File: config.mk
export PLATFORM = sky130hd
export DESIGN_NAME = mult_div_ctrl_flat
export DESIGN_NICKNAME = d
export VERILOG_FILES = /design/src/rtl/mult_div_ctrl_pkg.sv /design/src/rtl/mult_div_ctrl_if.sv /design/src/rtl/mult_div_ctrl_counter.sv /design/src/rtl/mult_div_ctrl.sv /design/src/flat_wrapper.sv
export SDC_FILE = /design/constraint.sdc
export NUM_CORES = 1
export LEC_CHECK = 0
export CAP_MARGIN = 10
export CORE_ASPECT_RATIO = 1.25
export CORE_UTILIZATION = 31
export CTS_CLUSTER_DIAMETER = 100
export DETAILED_ROUTE_END_ITERATION = 10
export PLACE_DENSITY = 0.77
export SYNTH_ARGS = -nofsm -noshare
export SYNTH_HDL_FRONTEND = slang
export SYNTH_HIERARCHICAL = 1
export SYNTH_SLANG_ARGS = --single-unit
File: constraint.sdc
create_clock -name clock -period 1.7 [get_ports clock]
set_clock_uncertainty 0.15 [all_clocks]
set_input_delay 0.255 -clock clock [delete_from_list [all_inputs] [get_ports clock]]
set_output_delay 0.255 -clock clock [all_outputs]
set_load 0.1 [all_outputs]
File: src/rtl/mult_div_ctrl_pkg.sv
// Shared definitions for the multiply/divide sequencer: state encoding,
// operation codes and default iteration count.
package mult_div_ctrl_pkg;

    localparam int ITER_DEF  = 32;
    localparam int CNT_W_DEF = 6;

    localparam logic MD_MULT = 1'b0;
    localparam logic MD_DIV  = 1'b1;

    typedef enum logic [2:0] {
        ST_IDLE  = 3'd0,
        ST_INIT  = 3'd1,
        ST_RUN   = 3'd2,
        ST_WRITE = 3'd3,
        ST_FIN   = 3'd4,
        ST_DZERO = 3'd5
    } state_t;

endpackage

File: src/rtl/mult_div_ctrl_if.sv
// Control-unit <-> mult/div sequencer signal bundle. The control unit is the
// master; the sequencer is the slave.
interface mult_div_ctrl_if #(
    parameter int CNT_W = 6
);
    logic             start;
    logic             md_control;
    logic [31:0]      regB_out;
    logic             abort;
    logic             md_op;
    logic             md_init;
    logic             md_step;
    logic [CNT_W-1:0] step_count;
    logic             hi_write;
    logic             lo_write;
    logic             busy;
    logic             done;
    logic             div_zero;

    modport master (
        output start, md_control, regB_out, abort,
        input  md_op, md_init, md_step, step_count,
        input  hi_write, lo_write, busy, done, div_zero
    );

    modport slave (
        input  start, md_control, regB_out, abort,
        output md_op, md_init, md_step, step_count,
        output hi_write, lo_write, busy, done, div_zero
    );
endinterface

File: src/rtl/mult_div_ctrl_counter.sv
// Iteration step counter: synchronous clear, count enable, and a terminal
// count flag that also freezes the count at ITER-1.
module mult_div_counter #(
    parameter int ITER  = 32,
    parameter int CNT_W = 6
) (
    input  logic             clock,
    input  logic             reset,
    input  logic             clear,
    input  logic             enable,
    output logic [CNT_W-1:0] count,
    output logic             tc
);

    assign tc = (count == CNT_W'(ITER - 1));

    always_ff @(posedge clock) begin
        if (reset || clear) begin
            count <= '0;
        end else if (enable && !tc) begin
            count <= count + CNT_W'(1);
        end
    end

endmodule

File: src/rtl/mult_div_ctrl.sv
// Multiply/divide sequencer: steps the datapath through load, ITER iterations
// and HI/LO write-back, trapping division by zero before any iteration.
//
//   state | meaning
//   IDLE  | waiting for start
//   INIT  | datapath loads operands, counter cleared
//   RUN   | one datapath iteration per cycle
//   WRITE | HI/LO write enables
//   FIN   | done pulse
//   DZERO | div-by-zero trap: done + div_zero, no write-back
module mult_div_ctrl
    import mult_div_ctrl_pkg::*;
#(
    parameter int ITER  = ITER_DEF,
    parameter int CNT_W = CNT_W_DEF
) (
    input  logic             clock,
    input  logic             reset,
    mult_div_ctrl_if.slave   md
);

    state_t state;
    state_t state_nxt;
    logic   md_op_q;
    logic   cnt_clear;
    logic   cnt_en;
    logic   cnt_tc;

    mult_div_counter #(
        .ITER  (ITER),
        .CNT_W (CNT_W)
    ) u_counter (
        .clock  (clock),
        .reset  (reset),
        .clear  (cnt_clear),
        .enable (cnt_en),
        .count  (md.step_count),
        .tc     (cnt_tc)
    );

    always_ff @(posedge clock) begin
        if (reset) begin
            state <= ST_IDLE;
        end else begin
            state <= state_nxt;
        end
    end

    always_ff @(posedge clock) begin
        if (reset) begin
            md_op_q <= MD_MULT;
        end else if (state == ST_IDLE && md.start && !md.abort) begin
            md_op_q <= md.md_control;
        end
    end

    always_comb begin
        state_nxt = ST_IDLE;
        cnt_clear = 1'b0;
        cnt_en    = 1'b0;
        case (state)
            ST_IDLE: begin
                state_nxt = ST_IDLE;
                if (md.start && !md.abort) begin
                    if (md.md_control == MD_DIV && md.regB_out == 32'd0) begin
                        state_nxt = ST_DZERO;
                    end else begin
                        state_nxt = ST_INIT;
                    end
                end
            end
            ST_INIT: begin
                cnt_clear = 1'b1;
                state_nxt = md.abort ? ST_IDLE : ST_RUN;
            end
            ST_RUN: begin
                if (md.abort) begin
                    cnt_clear = 1'b1;
                    state_nxt = ST_IDLE;
                end else begin
                    cnt_en    = 1'b1;
                    state_nxt = cnt_tc ? ST_WRITE : ST_RUN;
                end
            end
            ST_WRITE: state_nxt = ST_FIN;
            ST_FIN:   state_nxt = ST_IDLE;
            ST_DZERO: state_nxt = ST_IDLE;
            default:  state_nxt = ST_IDLE;
        endcase
    end

    // Moore decode; md_op and step_count come straight from registers
    assign md.md_op    = md_op_q;
    assign md.md_init  = (state == ST_INIT);
    assign md.md_step  = (state == ST_RUN);
    assign md.hi_write = (state == ST_WRITE);
    assign md.lo_write = (state == ST_WRITE);
    assign md.busy     = (state != ST_IDLE);
    assign md.done     = (state == ST_FIN) || (state == ST_DZERO);
    assign md.div_zero = (state == ST_DZERO);

endmodule

File: src/flat_wrapper.sv
// flat-port wrapper written by rule: the top's interface ports become plain ports
module mult_div_ctrl_flat import mult_div_ctrl_pkg::*;
#(
    parameter int ITER  = ITER_DEF,
    parameter int CNT_W = CNT_W_DEF
)
  (clock, reset, md_start, md_md_control, md_regB_out, md_abort, md_md_op, md_md_init, md_md_step, md_step_count, md_hi_write, md_lo_write, md_busy, md_done, md_div_zero);
  mult_div_ctrl_if #(.CNT_W(CNT_W)) md_i ();
  input  logic clock;
  input  logic reset;
  input wire logic [$bits(md_i.start)-1:0] md_start;
  input wire logic [$bits(md_i.md_control)-1:0] md_md_control;
  input wire logic [$bits(md_i.regB_out)-1:0] md_regB_out;
  input wire logic [$bits(md_i.abort)-1:0] md_abort;
  output wire logic [$bits(md_i.md_op)-1:0] md_md_op;
  output wire logic [$bits(md_i.md_init)-1:0] md_md_init;
  output wire logic [$bits(md_i.md_step)-1:0] md_md_step;
  output wire logic [$bits(md_i.step_count)-1:0] md_step_count;
  output wire logic [$bits(md_i.hi_write)-1:0] md_hi_write;
  output wire logic [$bits(md_i.lo_write)-1:0] md_lo_write;
  output wire logic [$bits(md_i.busy)-1:0] md_busy;
  output wire logic [$bits(md_i.done)-1:0] md_done;
  output wire logic [$bits(md_i.div_zero)-1:0] md_div_zero;
  assign md_i.start = md_start;
  assign md_i.md_control = md_md_control;
  assign md_i.regB_out = md_regB_out;
  assign md_i.abort = md_abort;
  assign md_md_op = md_i.md_op;
  assign md_md_init = md_i.md_init;
  assign md_md_step = md_i.md_step;
  assign md_step_count = md_i.step_count;
  assign md_hi_write = md_i.hi_write;
  assign md_lo_write = md_i.lo_write;
  assign md_busy = md_i.busy;
  assign md_done = md_i.done;
  assign md_div_zero = md_i.div_zero;
  mult_div_ctrl #(.ITER(ITER), .CNT_W(CNT_W)) u_core (.clock(clock), .reset(reset), .md(md_i));
endmodule
==> results of run 1 <==
## power breakdown
group          leakage, nW  internal [mW]  switching, mW
Clock               0.0210          0.130         0.0881
Combinational        0.444          0.111         0.0692
Sequential          0.0836          0.236        0.00475
Total                0.549          0.477          0.162
## per-layer routing
layer	routed length, µm	track usage	part of all wire
met2	1124	0.3594	0.54
met4	23	0.1290	0.011
met5	0	0	0
met3	115	0.03472	0.055
met1	824	0.2017	0.40
## per-stage QoR
| step | instance area, µm² | setup TNS [ns] | worst slack [ns] | total power, mW |
|---|---|---|---|---|
| floorplan | 641.9 | -4.403 | -0.6776 | 0.3055 |
| global placement | 1344 | -0.1309 | -0.06355 | 0.4229 |
| detailed placement | 1344 | -0.3036 | -0.1151 | 0.4259 |
| CTS | 1385 | 0 | 0.003473 | 0.6495 |
| global route | 1386 | 0 | 0.004355 | 0.6636 |
| finish | 1386 | 0 | 0.05797 | 0.6392 |
## cell usage after synthesis, drive strengths merged, types with 2 or more instances
library cell,count,area [µm²]
a21o,2,16.27
a21oi,3,15.01
a311oi,2,17.52
a31oi,2,27.53
a41o,2,20.02
and2,2,15.01
and3,3,25.03
dfxtp,10,200.2
inv,4,15.01
mux2i,2,20.02
nand2,6,22.52
nor2,5,18.77
nor3,2,15.01
nor3b,2,26.28
nor4,9,56.30
## worst max-delay path, delay by kind of cell (launching register included)
| kind | cells | cell delay [ns] |
|---|---|---|
| buffers and inverters | 1 | 0.17 |
| AND/OR/NAND/NOR | 2 | 0.38 |
| flip-flops | 1 | 0.42 |
## state kept, by name, indices dropped and copies added, names as in the netlist
name,flops
u_core/u_counter/count,6
u_core/state,3
u_core/md.md_op,1
## cells by family (layout without fill, tap and decap cells)
family          after synthesis  count (layout)  synth area share
fa+ha+maj                     1               1           0.02020
simple gates                 39              39            0.4061
flops                        10              10            0.3232
buf+inv                       5              64           0.03636
compound gates               13              13            0.1818
mux                           2               2           0.03232
## area by class of cell
class                      count  area [µm²]  area share
clock buffer                   4       36.28     0.02617
inverter                       4       15.01     0.01083
multi-input combinational     55       416.7      0.3005
sequential                    10       209.0      0.1507
tap                           19       23.77     0.01715
timing repair buffer          56       685.7      0.4946
## worst max path at each step
stage	slack, ns	from	to
2_1_floorplan	-0.68	u_core/state[1]	u_core/u_counter/count[5]
3_3_place_gp	-0.06	md_abort	u_core/u_counter/count[5]
3_5_place_dp	-0.12	md_abort	u_core/u_counter/count[5]
4_1_cts	0.003	u_core/state[0]	md_md_init
5_1_grt	0.004	u_core/state[2]	md_busy
6_report	0.06	u_core/state[2]	md_div_zero
## timing repair
action	4_1_cts	5_1_grt
endpoints found under the setup margin	1	2
resized for setup	1	1
gates cloned	0	0
hold endpoints to repair	0	0
pin swaps	0	1
==> out/metrics.yaml, run 1 <==
worst_setup_path:
  start_kind: "flip-flop"
  reg2reg_to: "u_core/u_counter/count[5]"
  critPathCaptureType: "output port"
  worstSetupPathType: "reg -> out"
  reg2reg_from: "u_core/state[1]"
  path_max_fanout: 6
  arrival_ns: 1.24
  cp_slowest_cell: "dfxtp_2"
  r2r_cells: 5
  critPathRequiredTime_ns: 1.29
  rrSetupSlack_ns: 0.08
  crit_chain: "nor2b_4 > and2_2 > buf_12"
  slowest_delay_ns: 0.42
timing:
  rsz0062_at_grt: "false"
  hold_viol: 0
  slew_headroom: 0.7726
  hold_ws_ns: 0.3601
  post-route-period-util: 0.9659
  min_period_ns: 1.642
  setup_viol: 0
  final-max-slew-violation-count: 0
  worst_slew_pin_slew_ns: 0.3407
  max_freq_mhz: 609.0
yosys:
  ys_ff_latch: 10
  synthArstFlopShare: 0
  syn_nets: 108
  synth_edf_count: 0
  syn_inst: 70
  seq_area_frac_synth: 0.3232
  avgSynthCellArea_um2: 8.848
  yosysWarnings: 6
  yosysUniqueCellTypes: 35
  synth_ff_type: "dfxtp_1"
  netlist_area_um2: 619.3
worst_hold_path:
  whs_path_depth: 2
  hp-class: "reg -> reg"
  min_from: "u_core/md.md_op"
  min_to: "u_core/md.md_op"
floorplanning:
  dieArea_um2: 2182
  rows: 17
  die_h_um: 51.98
  io_pins: 51
  core_um2: 1829
  die_x_um: 41.98
  initial_core_util: 0.3386
layout:
  antennaDiodeCount: 0
  fin_cells: 148
  layout_common_cells: "clkdlybuf4s50_1, buf_12, nor4_1, buf_4, nand2_1"
  layout-drive-gt1-share: 0.3256
  nFillCells: 131
  nets: 168
  syn_to_final_growth_pct: 123.8
  final_core_util: 0.7579
  layout_commonest_cell: "clkdlybuf4s50_1"
clock_tree:
  cts_tree: "built"
  cts.sinks: 10
  clkTransAtPathRegs_ns: 0.07
  cts_hold_buf: 0
  clockBufferDepth: 2
  post_cts_buffers: 0
  clk-insertion-delay-late_ns: 0.27
  cts_buffers: 3
  clock-root-buffer: "clkbuf_4"
  h-tree-depth: 1
routing:
  vias: 768
  ant_nets: 0
  wl_per_cell_um: 14.09
  avgViaCountPerCell: 5.189
  dr.pass1.iters: 5
  drt-initial-drc-count: 3
  drc: 0
  routed_wl_um: 2086
grt:
  grt_first_pass_wirelength_um: 3146
  grt_pass1_vias: 711
  overflow: 0
  grt_antenna_before_repair: 0
  grt_max_degree: 8
  grt_use_total: 0.1958
placed_design:
  gp_congestion: 0.7573
  io_buffers: 50
  dp_cells: 144
  dp_hpwl_um: 1807
power:
  powerDensity_nw_per_um2: 461.1
  p_leak_nw: 0.5486
  ir_drop_mv: 0.5932
flow_run:
  cap_violations: 0
run_status:
  outcome: "complete, no violations"
Power figures use the tool's default switching activity.
==> run 2, diff against run 1 <==
--- a/config.mk
+++ b/config.mk
@@ -7,6 +7,7 @@
 export LEC_CHECK = 0
 export CAP_MARGIN = 10
 export CORE_ASPECT_RATIO = 1.25
+export CORE_MARGIN = 10
 export CORE_UTILIZATION = 31
 export CTS_CLUSTER_DIAMETER = 100
 export DETAILED_ROUTE_END_ITERATION = 10
==> run 2 against run 1 <==
Via count rose by 3.4%. Maximum frequency rose by 1.2%. Core utilization decreased by 3.4 points. Flip-flop and latch count unchanged. Combinational power up 2%. Die area up 92%. Non-clock buffer count up 3. Sequential share of layout area hardly changed. Setup slack gained 0.020 ns. Routed wire length up 36%. Power decreased by 6.9%. First-iteration DRC count rose to 2.7 times the previous value. Critical path type unchanged. Critical endpoint is now md_md_step. Largest cell class unchanged.
==> out/metrics.yaml, run 2 (synthesized netlist as in run 1, its figures left out) <==
worst_setup_path:
  start_kind: "flip-flop"  # unchanged
  arrival_ns: 1.22  # was 1.24 ns
  worstSetupPathType: "reg -> out"  # unchanged
  path_max_fanout: 5  # was 6
  critPathCaptureType: "output port"  # unchanged
  critPathRequiredTime_ns: 1.29  # about the same
layout:
  largest_register: "u_core/u_counter/count"  # unchanged
  layout_common_cells: "clkdlybuf4s50_1, buf_12, buf_4, nor4_1, nand2_1"  # was clkdlybuf4s50_1, buf_12, nor4_1, buf_4, nand2_1
  antennaDiodeCount: 0  # unchanged
  fin_area_um2: 1403  # was 1386 µm²
  nFillCells: 139  # was 131
  layout-drive-gt1-share: 0.3333  # was 0.3256
  largest_register_ff_count: 6  # unchanged
  syn_to_final_growth_pct: 126.5  # was 123.8%
  layout_commonest_cell: "clkdlybuf4s50_1"  # unchanged
  nets: 171  # was 168
placed_design:
  gp_congestion: 0.7810  # was 0.7573
  place_area_um2: 1353  # was 1344 µm²
  io_buffers: 50  # unchanged
  dp_hpwl_um: 2443  # was 1807 µm
timing:
  worst_slew_pin_slew_ns: 0.3297  # was 0.3407 ns
  post-route-period-util: 0.9542  # was 0.9659
  slew_headroom: 0.7799  # was 0.7726
  final-max-slew-violation-count: 0  # unchanged
  min_period_ns: 1.622  # was 1.642 ns
  setup_viol: 0  # unchanged
  max_freq_mhz: 616.5  # was 609.0 MHz
  hold_viol: 0  # unchanged
worst_hold_path:
  hp-class: "reg -> reg"  # unchanged
clock_tree:
  h-tree-depth: 1  # unchanged
  cts_tree: "built"  # unchanged
  cts_hold_buf: 0  # unchanged
  clkTransAtPathRegs_ns: 0.06  # was 0.07 ns
  clockBufferDepth: 2  # unchanged
  cts_buffers: 3  # unchanged
  cts.sinks: 10  # unchanged
  clock-root-buffer: "clkbuf_4"  # unchanged
  clk-insertion-delay-late_ns: 0.27  # about the same
flow_run:
  cap_violations: 0  # unchanged
grt:
  grt_first_pass_wirelength_um: 4402  # was 3146 µm
  grt_antenna_before_repair: 0  # unchanged
  grt_pass1_vias: 856  # was 711
  grt_max_degree: 8  # unchanged
  overflow: 0  # unchanged
  grt_use_total: 0.1336  # was 0.1958
routing:
  drt-initial-drc-count: 8  # was 3
  avgViaCountPerCell: 5.224  # was 5.189
  drc: 0  # unchanged
  wl_per_cell_um: 18.63  # was 14.09 µm
  routed_wl_um: 2831  # was 2086 µm
  ant_nets: 0  # unchanged
  dr.pass1.iters: 4  # was 5
  vias: 794  # was 768
power:
  power_mw: 0.5953  # was 0.6392 mW
  p_leak_nw: 0.5592  # was 0.5486 nW
  powerDensity_nw_per_um2: 424.4  # was 461.1 nW/µm²
  ir_drop_mv: 0.4881  # was 0.5932 mV
run_status:
  outcome: "complete, no violations"  # unchanged
floorplanning:
  die_x_um: 59.98  # was 41.98 µm
  dieArea_um2: 4197  # was 2182 µm²
  initial_core_util: 0.3198  # was 0.3386
  io_pins: 51  # unchanged
  die_h_um: 69.98  # was 51.98 µm
  rows: 18  # was 17
  core_um2: 1937  # was 1829 µm²
## run 2: routing by layer
| layer | track usage | wire length [µm] | share of wire |
|---|---|---|---|
| met2 | 0.2397 | 1489 | 0.53 |
| met4 | 0.06000 | 46 | 0.016 |
| met3 | 0.06329 | 313 | 0.11 |
| met1 | 0.1184 | 981 | 0.35 |
| met5 | 0 | 0 | 0 |
## run 2: stage by stage
step | hold slack [ns] | TNS (ns) | utilization | std cells | setup WS (ns)
finish | 0.3530 | 0 | 0.7242 | 152 | 0.07792
global route | 0.3790 | -0.02689 | 0.7242 | 152 | -0.02192
CTS | 0.3572 | 0 | 0.7145 | 150 | 0.005432
detailed placement | 0.3448 | -0.2678 | 0.6983 | 146 | -0.1166
global placement | 0.3304 | -0.07488 | 0.6983 | 146 | -0.06624
floorplan | 0.1721 | -4.403 | - | 70 | -0.6776
## run 2: final cells by class
cell class | count | area [µm²] | area share
multi-input combinational | 55 | 416.7 | 0.2971
sequential | 10 | 211.5 | 0.1508
clock buffer | 4 | 26.28 | 0.01873
inverter | 4 | 15.01 | 0.01070
timing repair buffer | 59 | 708.2 | 0.5049
tap | 20 | 25.02 | 0.01784
## run 2: worst max-delay path: stages (launching register included)
cell     delay, ns
dfxtp_4       0.39
nor3b_4       0.23
buf_4         0.16
buf_12        0.16
## run 2: what timing repair did
| item | CTS | global route |
|---|---|---|
| buffers inserted | 0 | 2 |
| gates resized for setup | 1 | 2 |
| pin swaps | 0 | 1 |
| endpoints found under the hold margin | 0 | 0 |
| setup endpoints to repair | 1 | 4 |
## run 2: report_power, final
group | total (mW) | internal [mW] | switching [mW]
Combinational | 0.184 | 0.112 | 0.0724
Sequential | 0.240 | 0.235 | 0.00496
Clock | 0.171 | 0.0907 | 0.0805
## run 2: path summary, 6_finish.rpt
kind                                                 from                   endpoint  slack (ns)  cells after the start
worst max-delay path                      u_core/state[1]                 md_md_step        0.08                      3
worst min-delay path            u_core/u_counter/count[1]  u_core/u_counter/count[1]        0.35                      2
worst max register to register            u_core/state[1]  u_core/u_counter/count[5]        0.08                      5
worst min register to register  u_core/u_counter/count[1]  u_core/u_counter/count[1]        0.35                      2
==> run 3, diff against run 2 <==
--- a/config.mk
+++ b/config.mk
@@ -5,13 +5,14 @@
 export SDC_FILE = /design/constraint.sdc
 export NUM_CORES = 1
 export LEC_CHECK = 0
+export ABC_AREA = 1
 export CAP_MARGIN = 10
 export CORE_ASPECT_RATIO = 1.25
 export CORE_MARGIN = 10
-export CORE_UTILIZATION = 31
+export CORE_UTILIZATION = 34
 export CTS_CLUSTER_DIAMETER = 100
 export DETAILED_ROUTE_END_ITERATION = 10
-export PLACE_DENSITY = 0.77
+export PLACE_DENSITY = 0.79
 export SYNTH_ARGS = -nofsm -noshare
 export SYNTH_HDL_FRONTEND = slang
 export SYNTH_HIERARCHICAL = 1
==> run 3 against run 2 <==
Flip-flop and latch count is the same. Worst hold slack lost 0.0068 ns. Synthesized area grew 16%. Via count grew 12%. Critical path type unchanged. Largest cell class unchanged. Largest power group unchanged. Highest routed layer unchanged.
==> out/metrics.yaml, run 3 <==
placed_design:
  place_area_um2: 1444  # was 1353 µm²
  dp_hpwl_um: 2337  # was 2443 µm
  io_buffers: 50  # unchanged
  gp_congestion: 0.7996  # was 0.7810
  dp_cells: 184  # was 146
power:
  intPower_mw: 0.4291  # was 0.4374 mW
  powerDensity_nw_per_um2: 403.2  # was 424.4 nW/µm²
  combinationalPowerShare: 0.319  # was 0.310
  ir_drop_mv: 0.4164  # was 0.4881 mV
  power_frac_seq: 0.407  # was 0.403
  switching_share: 0.2762  # was 0.2653
  power_mw: 0.5928  # was 0.5953 mW
  p_leak_nw: 0.5803  # was 0.5592 nW
  switching_power_mw: 0.1637  # was 0.1579 mW
  pwr-share-clk: 0.274  # was 0.288
clock_tree:
  cts_buffers: 3  # unchanged
  clk-insertion-delay-late_ns: 0.26  # was 0.27 ns
  h-tree-depth: 1  # unchanged
  cts_tree: "built"  # unchanged
  cts_hold_buf: 0  # unchanged
  post_cts_buffers: 0  # unchanged
  clock-root-buffer: "clkbuf_4"  # unchanged
  cts.sinks: 10  # unchanged
  clkTransAtPathRegs_ns: 0.06  # about the same
  cts_resized: 0  # was 1
  clockBufferDepth: 2  # unchanged
yosys:
  yosysWarnings: 6  # unchanged
  synth_top_area_share: 0.2783  # was 0.3232
  synth_area_leaders: "dfxtp_1, nor2_1, nand2_1"  # was dfxtp_1, nor4_1, nand2_1
  synth_top_area_cell: "dfxtp_1"  # unchanged
  ys_top_cells_by_count: "nor2_1, nand2_1, dfxtp_1, inv_1, inv_2"  # was dfxtp_1, nor4_1, nand2_1
  seq_area_frac_synth: 0.2783  # was 0.3232
  yosysUniqueCellTypes: 24  # was 35
  syn_inst: 112  # was 70
  synth_ff_type: "dfxtp_1"  # unchanged
  synth_edf_count: 0  # unchanged
  avgSynthCellArea_um2: 6.424  # was 8.848 µm²
  syn_nets: 150  # was 108
  netlist_area_um2: 719.4  # was 619.3 µm²
  synth.most_common_cell: "nor2_1"  # was dfxtp_1
  ys_ff_latch: 10  # unchanged
  synthArstFlopShare: 0  # unchanged
timing:
  min_period_ns: 1.609  # was 1.622 ns
  rsz0062_at_grt: "false"
  max_freq_mhz: 621.3  # was 616.5 MHz
  worst_slew_pin_slew_ns: 0.3385  # was 0.3297 ns
  slew_headroom: 0.7735  # was 0.7799
  hold_viol: 0  # unchanged
  final-max-slew-violation-count: 0  # unchanged
  setup_tns_ns: 0  # unchanged
  setup_viol: 0  # unchanged
  post-route-period-util: 0.9467  # was 0.9542
grt:
  met3_usage: 0.05291  # was 0.06329
  grt_pass1_vias: 920  # was 856
  grt_max_degree: 7  # was 8
  overflow: 0  # unchanged
  busiest_layer: "met2"  # unchanged
  use_met1: 0.1258  # was 0.1184
  grt_antenna_before_repair: 0  # unchanged
  grt_use_total: 0.1284  # was 0.1336
  met2_usage: 0.2275  # was 0.2397
  grt_first_pass_wirelength_um: 4367  # was 4402 µm
worst_setup_path:
  cp_num_buf_inv: 2  # unchanged
  crit_chain: "inv_2 > nor3_2 > buf_12"  # was nor3b_4 > buf_4 > buf_12
  reg2reg_from: "u_core/state[1]"  # unchanged
  critPathRequiredTime_ns: 1.29  # about the same
  critPathTopFamily: "flip-flops"  # unchanged
  cp_slowest_cell: "dfxtp_2"  # was dfxtp_4
  slowest_delay_ns: 0.42  # was 0.39 ns
  path_max_fanout: 4  # was 5
  critPathCaptureType: "output port"  # unchanged
  arrival_ns: 1.20  # was 1.22 ns
  worstSetupPathType: "reg -> out"  # unchanged
  cp-startpoint: "u_core/state[2]"  # was u_core/state[1]
  start_kind: "flip-flop"  # unchanged
routing:
  dr.pass1.iters: 4  # unchanged
  ant_nets: 0  # unchanged
  drc: 0  # unchanged
  wl_per_cell_um: 14.01  # was 18.63 µm
  avgViaCountPerCell: 4.739  # was 5.224
  routed_wl_um: 2633  # was 2831 µm
  drt-initial-drc-count: 16  # was 8
  vias: 891  # was 794
worst_hold_path:
  min_from: "u_core/md.md_op"  # was u_core/u_counter/count[1]
  hp-class: "reg -> reg"  # unchanged
floorplanning:
  initial_core_util: 0.3589  # was 0.3198
  die_h_um: 71.43  # was 69.98 µm
  rows: 18  # unchanged
  io_pins: 51  # unchanged
  core_um2: 2004  # was 1937 µm²
  die_x_um: 61.15  # was 59.98 µm
  dieArea_um2: 4368  # was 4197 µm²
layout:
  layout_common_cells: "clkdlybuf4s50_1, nor2_1, nand2_1, buf_12, inv_1"  # was clkdlybuf4s50_1, buf_12, buf_4, nor4_1, nand2_1
  nFillCells: 146  # was 139
  layout_commonest_cell: "clkdlybuf4s50_1"  # unchanged
  largest_register_ff_count: 6  # unchanged
  largest_register: "u_core/u_counter/count"  # unchanged
  nets: 207  # was 171
  final_core_util: 0.7335  # was 0.7242
  syn_to_final_growth_pct: 104.3  # was 126.5%
  fin_cells: 188  # was 152
  fin_area_um2: 1470  # was 1403 µm²
  layout-drive-gt1-share: 0.2798  # was 0.3333
  antennaDiodeCount: 0  # unchanged
run_status:
  outcome: "complete, no violations"  # unchanged
flow_run:
  cap_violations: 0  # unchanged
-- run 3: changes by cell type in the layout (fill, tap and decap cells not counted), moves of 3 or more --
cell	before	now
nor2_1	5	29
nand2_1	6	25
nor4_1	9	0
buf_4	9	3
inv_1	4	10
inv_2	0	3
nor3_4	0	3
-- run 3: worst min-delay path: stages (launching register included) --
cell and delay [ns]:
dfxtp_1 0.33, nand2_1 0.07, a21oi_1 0.05
-- run 3: worst paths after layout --
kind	end	slack (ns)	cells past startpoint
max	md_div_zero	0.09	3
max reg2reg	u_core/u_counter/count[4]	0.12	7
min reg2reg	u_core/md.md_op	0.35	2
min	u_core/md.md_op	0.35	2
-- run 3: final cells by class --
type,count,area [µm²],area share
Clock buffer,3,22.52,0.01532
Clock inverter,1,3.754,0.002553
Inverter,15,63.81,0.04340
Multi-Input combinational cell,86,480.5,0.3268
Sequential cell,10,211.5,0.1438
Tap cell,20,25.02,0.01702
Timing Repair Buffer,53,663.1,0.4511
-- run 3: layer usage --
layer | part of all wire | vias to the layer above
met5 | 0 | -
met4 | 0.0095 | 0
met3 | 0.11 | 4
met2 | 0.52 | 37
met1 | 0.36 | 387
li1 | - | 463
-- run 3: logic make-up (layout without fill, tap and decap cells) --
kind of cell	count (synthesis)	after routing	synth area share
buffers and inverters	16	72	0.08871
adders and majority gates	1	1	0.01739
xor gates and xnor gates	1	1	0.01218
DFF	10	10	0.2783
AOI/OAI and AO/OA	10	10	0.09217
and+or+nand+nor	74	74	0.5113
-- run 3: power groups by stage --
stage,registers [mW],logic (mW),clock network (mW)
after detailed placement,0.246,0.190,0
after floorplan,0.257,0.0604,0
final,0.241,0.189,0.162
after global placement,0.246,0.186,0
after CTS,0.241,0.190,0.169
after global routing,0.241,0.200,0.187
-- run 3: through the flow --
| step | setup slack, ns | hold slack, ns |
|---|---|---|
| floorplan | -0.5662 | 0.1583 |
| global placement | 0.07890 | 0.3359 |
| detailed placement | 0.008366 | 0.3381 |
| CTS | 0.07629 | 0.3478 |
| global route | 0.01242 | 0.3898 |
| finish | 0.09059 | 0.3462 |
==> patch 1: new RTL, settings of run 1 <==
Encoding of `state_t`: now one-hot (6 bits for 6 states).
--- a/src/rtl/mult_div_ctrl_pkg.sv
+++ b/src/rtl/mult_div_ctrl_pkg.sv
@@ -8,13 +8,13 @@
     localparam logic MD_MULT = 1'b0;
     localparam logic MD_DIV  = 1'b1;
 
-    typedef enum logic [2:0] {
-        ST_IDLE  = 3'd0,
-        ST_INIT  = 3'd1,
-        ST_RUN   = 3'd2,
-        ST_WRITE = 3'd3,
-        ST_FIN   = 3'd4,
-        ST_DZERO = 3'd5
+    typedef enum logic [5:0] {
+        ST_IDLE  = 6'b000001,
+        ST_INIT  = 6'b000010,
+        ST_RUN   = 6'b000100,
+        ST_WRITE = 6'b001000,
+        ST_FIN   = 6'b010000,
+        ST_DZERO = 6'b100000
     } state_t;
 
 endpackage
Behaviour: no difference found for any inputs over 10 cycles, from zero or initial values and one cycle with reset high; not proved beyond that.
==> patch 1 against run 1 <==
- the run now ends with setup timing left
- wire length grew 40%
- sequential power up 31%
- sequential cell count up 3
- area after synthesis is 31% higher
- register-to-register slack lost 0.20 ns
- worst setup slack got worse by 0.32 ns
- cell area is 30% higher
- power rose by 19%
- critical path type unchanged
- critical endpoint is now md_busy
- highest routed layer unchanged
==> patch 1: results (changes against run 1) <==
Non-Clock Buffer Area Fraction 0.460 (-0.0345); DP HPWL 2230 µm (+23%); final setup margin -0.264 ns (-0.322 ns); RePlAce Congestion 0.835 (+10%); post-synth cell types 40 (+14%); clk pwr 181 µW (-17%); # nets final 207 (+23%); Post-DP Area 0.00162 mm² (+20%); Critical Path AT 1.56 ns (+0.32 ns); status finished, violations left; failing checks setup timing; proportion of synthesized chip area in sequential cells 0.321 (-0.00224); total track usage 0.217 (+0.0212); Avg Vias per Cell 5.13 (-1.1%); largest cells by area after synthesis dfxtp_1 (32%), nor4_1 (6.2%), nor2_1 (6.0%); crit path max fanout 4 (-2); placed insts 191 (+33%); measured slew at the worst slew-check pin 0.281 ns (-0.0594 ns); routing usage on met3 0.0366 (+0.00186); Fin Setup TNS -0.882 ns (-0.882 ns); DRT Wirelength 2920 µm (+40%); Adder-Cell Fraction of Synth Area 0.0154 (-0.00477); M2 GR Usage 0.390 (+0.0306); Cell Count, Final, Fillers Out 201 (+36%); post-synthesis xor/xnor area fraction 0.0216 (+0.0216); launch point of the worst hold path u_core/u_counter/count[1]; Synth Area in Compound Gates 0.162 (-0.0198); First DRT Iteration DRCs 22 (+19); global-route wire length before repair 4500 µm (+43%); filler instances 181 (+38%); met3 routed WL 80 µm (-30%); Syn Nets 132 (+22%); Non-clk bufs 72 (+29%); multi-input logic area 586 µm² (+41%); FF+latch count, synth 13 (+3); Leak Pwr 0.717 nW (+31%); synth warn 6 (unchanged); number of global-route vias before repair 1054 (+48%); Worst VDD drop 0.000324 V (-45%); initial antenna violation count 0 (unchanged); M1 GR Usage 0.236 (+0.0342); comb_multi_in 72 (+31%); Syn Inst Count 94 (+34%); Non-clk invs 7 (+3); Commonest cells post-synth dfxtp_1 (13), nor2_1 (13), nor4_1 (8); Finish-stage setup viols 9 (+9); Pre-antenna DRT Iters 4 (-1)
## patch 1: critical path: stages (launching register included)
cell and delay (ns):
dfxtp_4 0.36, or4b_4 0.56, nor2_4 0.15, inv_2 0.06, buf_12 0.16
## patch 1: stage by stage
step	setup WS [ns]	hold WS, ns	util	power [mW]
after floorplan	-0.191	0.177	-	0.406
after global placement	-0.203	0.345	0.659	0.547
after detailed placement	-0.246	0.354	0.659	0.551
after CTS	-0.224	0.367	0.702	0.757
after global routing	-0.314	0.384	0.734	0.806
final	-0.264	0.359	0.734	0.758
## patch 1: timing repair
action                                  4_1_cts  5_1_grt
buffers inserted                              3        3
endpoints found under the setup margin       10       16
pin swaps                                     5        9
resized for setup                            19       15
## patch 1: final timing paths
check	end	slack, ns	cells past startpoint
hold reg to reg	u_core/u_counter/count[1]	0.36	2
setup reg to reg	u_core/md.md_op	-0.12	5
hold / removal	u_core/u_counter/count[1]	0.36	2
setup / recovery	md_busy	-0.26	4
==> patch 2: new RTL, flow settings as in run 1 <==
Made on the original files. `CNT_W_DEF`: 6 -> 8.
--- a/src/rtl/mult_div_ctrl_pkg.sv
+++ b/src/rtl/mult_div_ctrl_pkg.sv
@@ -3,7 +3,7 @@
 package mult_div_ctrl_pkg;
 
     localparam int ITER_DEF  = 32;
-    localparam int CNT_W_DEF = 6;
+    localparam int CNT_W_DEF = 8;
 
     localparam logic MD_MULT = 1'b0;
     localparam logic MD_DIV  = 1'b1;
Interface: changed (resized md_step_count); port bits go from 51 to 53. No check against the original RTL was run, so the function may have changed too.
==> patch 2 against run 1 <==
- power up 10%
- cell area up 14%
- wire length up 32%
- critical path depth up 2
- worst setup slack worse by 0.047 ns
- area after synthesis up 15%
- sequential cell count up 2
- critical endpoint is now u_core/u_counter/count[5]
==> patch 2: results (changes against run 1) <==
placed insts 170 (+18%); port bufs 52 (+4.0%); Avg Vias per Cell 5.36 (+3.3%); number of global-route vias before repair 924 (+30%); M1 GR Usage 0.278 (+0.0768); Leak Pwr 0.595 nW (+8.4%); Pre-antenna DRT Iters 4 (-1); status finished, final reports clean; RePlAce Congestion 0.904 (+19%); highest-delay cell along the critical path dfxtp_4; proportion of synthesized chip area in sequential cells 0.336 (+0.0130); maximum number of pins on one net before global-route repair 10 (+2); M2 GR Usage 0.414 (+0.0547); worst reg2reg path startpoint u_core/state[2]; Commonest cells post-synth dfxtp_1 (12), nor4_1 (9), nand2_1 (8); number of flip-flops in the largest register 8 (+2); First DRT Iteration DRCs 36 (+33); largest cells by area after synthesis dfxtp_1 (34%), nor4_1 (7.9%), mux2i_1 (4.2%); filler instances 160 (+22%); # nets final 184 (+9.5%); routing usage on met3 0.0487 (+0.0140); sw frac 0.261 (+0.00700); die area 0.00250 mm² (+15%); drt wl/cell 15.6 µm (+11%); total track usage 0.242 (+0.0462); global-route wire length before repair 4390 µm (+39%); CP top delay family simple AND/OR/NAND/NOR gates; post-synth cell types 36 (+2.9%); Syn Inst Count 82 (+17%); Max stage delay on crit path 0.38 ns (-0.04 ns); DRT Wirelength 2750 µm (+32%)
[patch 2: changes by cell type after synthesis, moves of 2 or more]
cell	run 1	this run
a41oi_1	0	2
inv_1	4	2
nand2_1	6	8
nor2_1	5	3
nor3_1	1	3
a41o_1	2	0
or3_1	1	4
dfxtp_1	10	12
a21oi_1	3	5
nand3_1	1	3
[patch 2: final cells by class]
| cell class | count | area [µm²] | share of cell area |
|---|---|---|---|
| multi-input combinational | 67 | 503 | 0.318 |
| sequential | 12 | 251 | 0.159 |
| inverter | 2 | 7.51 | 0.00475 |
| clock buffer | 4 | 36.3 | 0.0229 |
| timing repair buffer | 60 | 744 | 0.471 |
| tap | 31 | 38.8 | 0.0245 |
[patch 2: layer usage]
layer  part of all wire  vias up
met5                  0        -
met4              0.021        0
met3              0.054        8
met2               0.55       41
met1               0.37      447
li1                   -      447
[patch 2: worst min-delay path, delay by kind of cell (launching register included)]
| kind | cells | cell delay, ns |
|---|---|---|
| DFF | 1 | 0.34 |
| AOI/OAI and AO/OA | 1 | 0.06 |
| and+or+nand+nor | 1 | 0.07 |
[patch 2: what timing repair did]
item                                    4_1_cts  5_1_grt
gates resized for setup                       1        3
setup buffers                                 0        2
endpoints found under the setup margin        4       13
pin swaps                                     1        1
gates cloned                                  0        0
[patch 2: metrics by stage]
stage | hold slack, ns | power, mW | util | instance area [µm²]
2_1_floorplan | 0.172 | 0.353 | - | 761
3_3_place_gp | 0.337 | 0.470 | 0.694 | 1520
3_5_place_dp | 0.343 | 0.476 | 0.694 | 1520
4_1_cts | 0.359 | 0.709 | 0.712 | 1560
5_1_grt | 0.392 | 0.738 | 0.723 | 1580
6_report | 0.360 | 0.706 | 0.723 | 1580
[patch 2: kinds of logic after synthesis]
group                      after synthesis  share of synthesized area
AOI/OAI and AO/OA                       15                      0.145
muxes                                    3                     0.0420
and+or+nand+nor                         48                      0.438
adders and majority gates                1                     0.0175
DFF                                     12                      0.336
buffers and inverters                    3                     0.0210
[patch 2: worst max-delay path by stage]
stage,to,startpoint,cells past startpoint
6_report,u_core/u_counter/count[5],u_core/state[2],5
5_1_grt,u_core/u_counter/count[5],u_core/state[2],5
4_1_cts,u_core/u_counter/count[5],u_core/state[1],5
3_5_place_dp,u_core/u_counter/count[5],md_abort,5
3_3_place_gp,u_core/u_counter/count[7],md_abort,5
2_1_floorplan,u_core/u_counter/count[7],u_core/state[1],5
[patch 2: power groups by stage]
stage | registers [mW] | logic, mW | clock network (mW)
after global placement | 0.294 | 0.176 | 0
after global routing | 0.287 | 0.192 | 0.259
after CTS | 0.286 | 0.182 | 0.240
after detailed placement | 0.295 | 0.181 | 0
after floorplan | 0.303 | 0.0501 | 0
final | 0.286 | 0.185 | 0.235
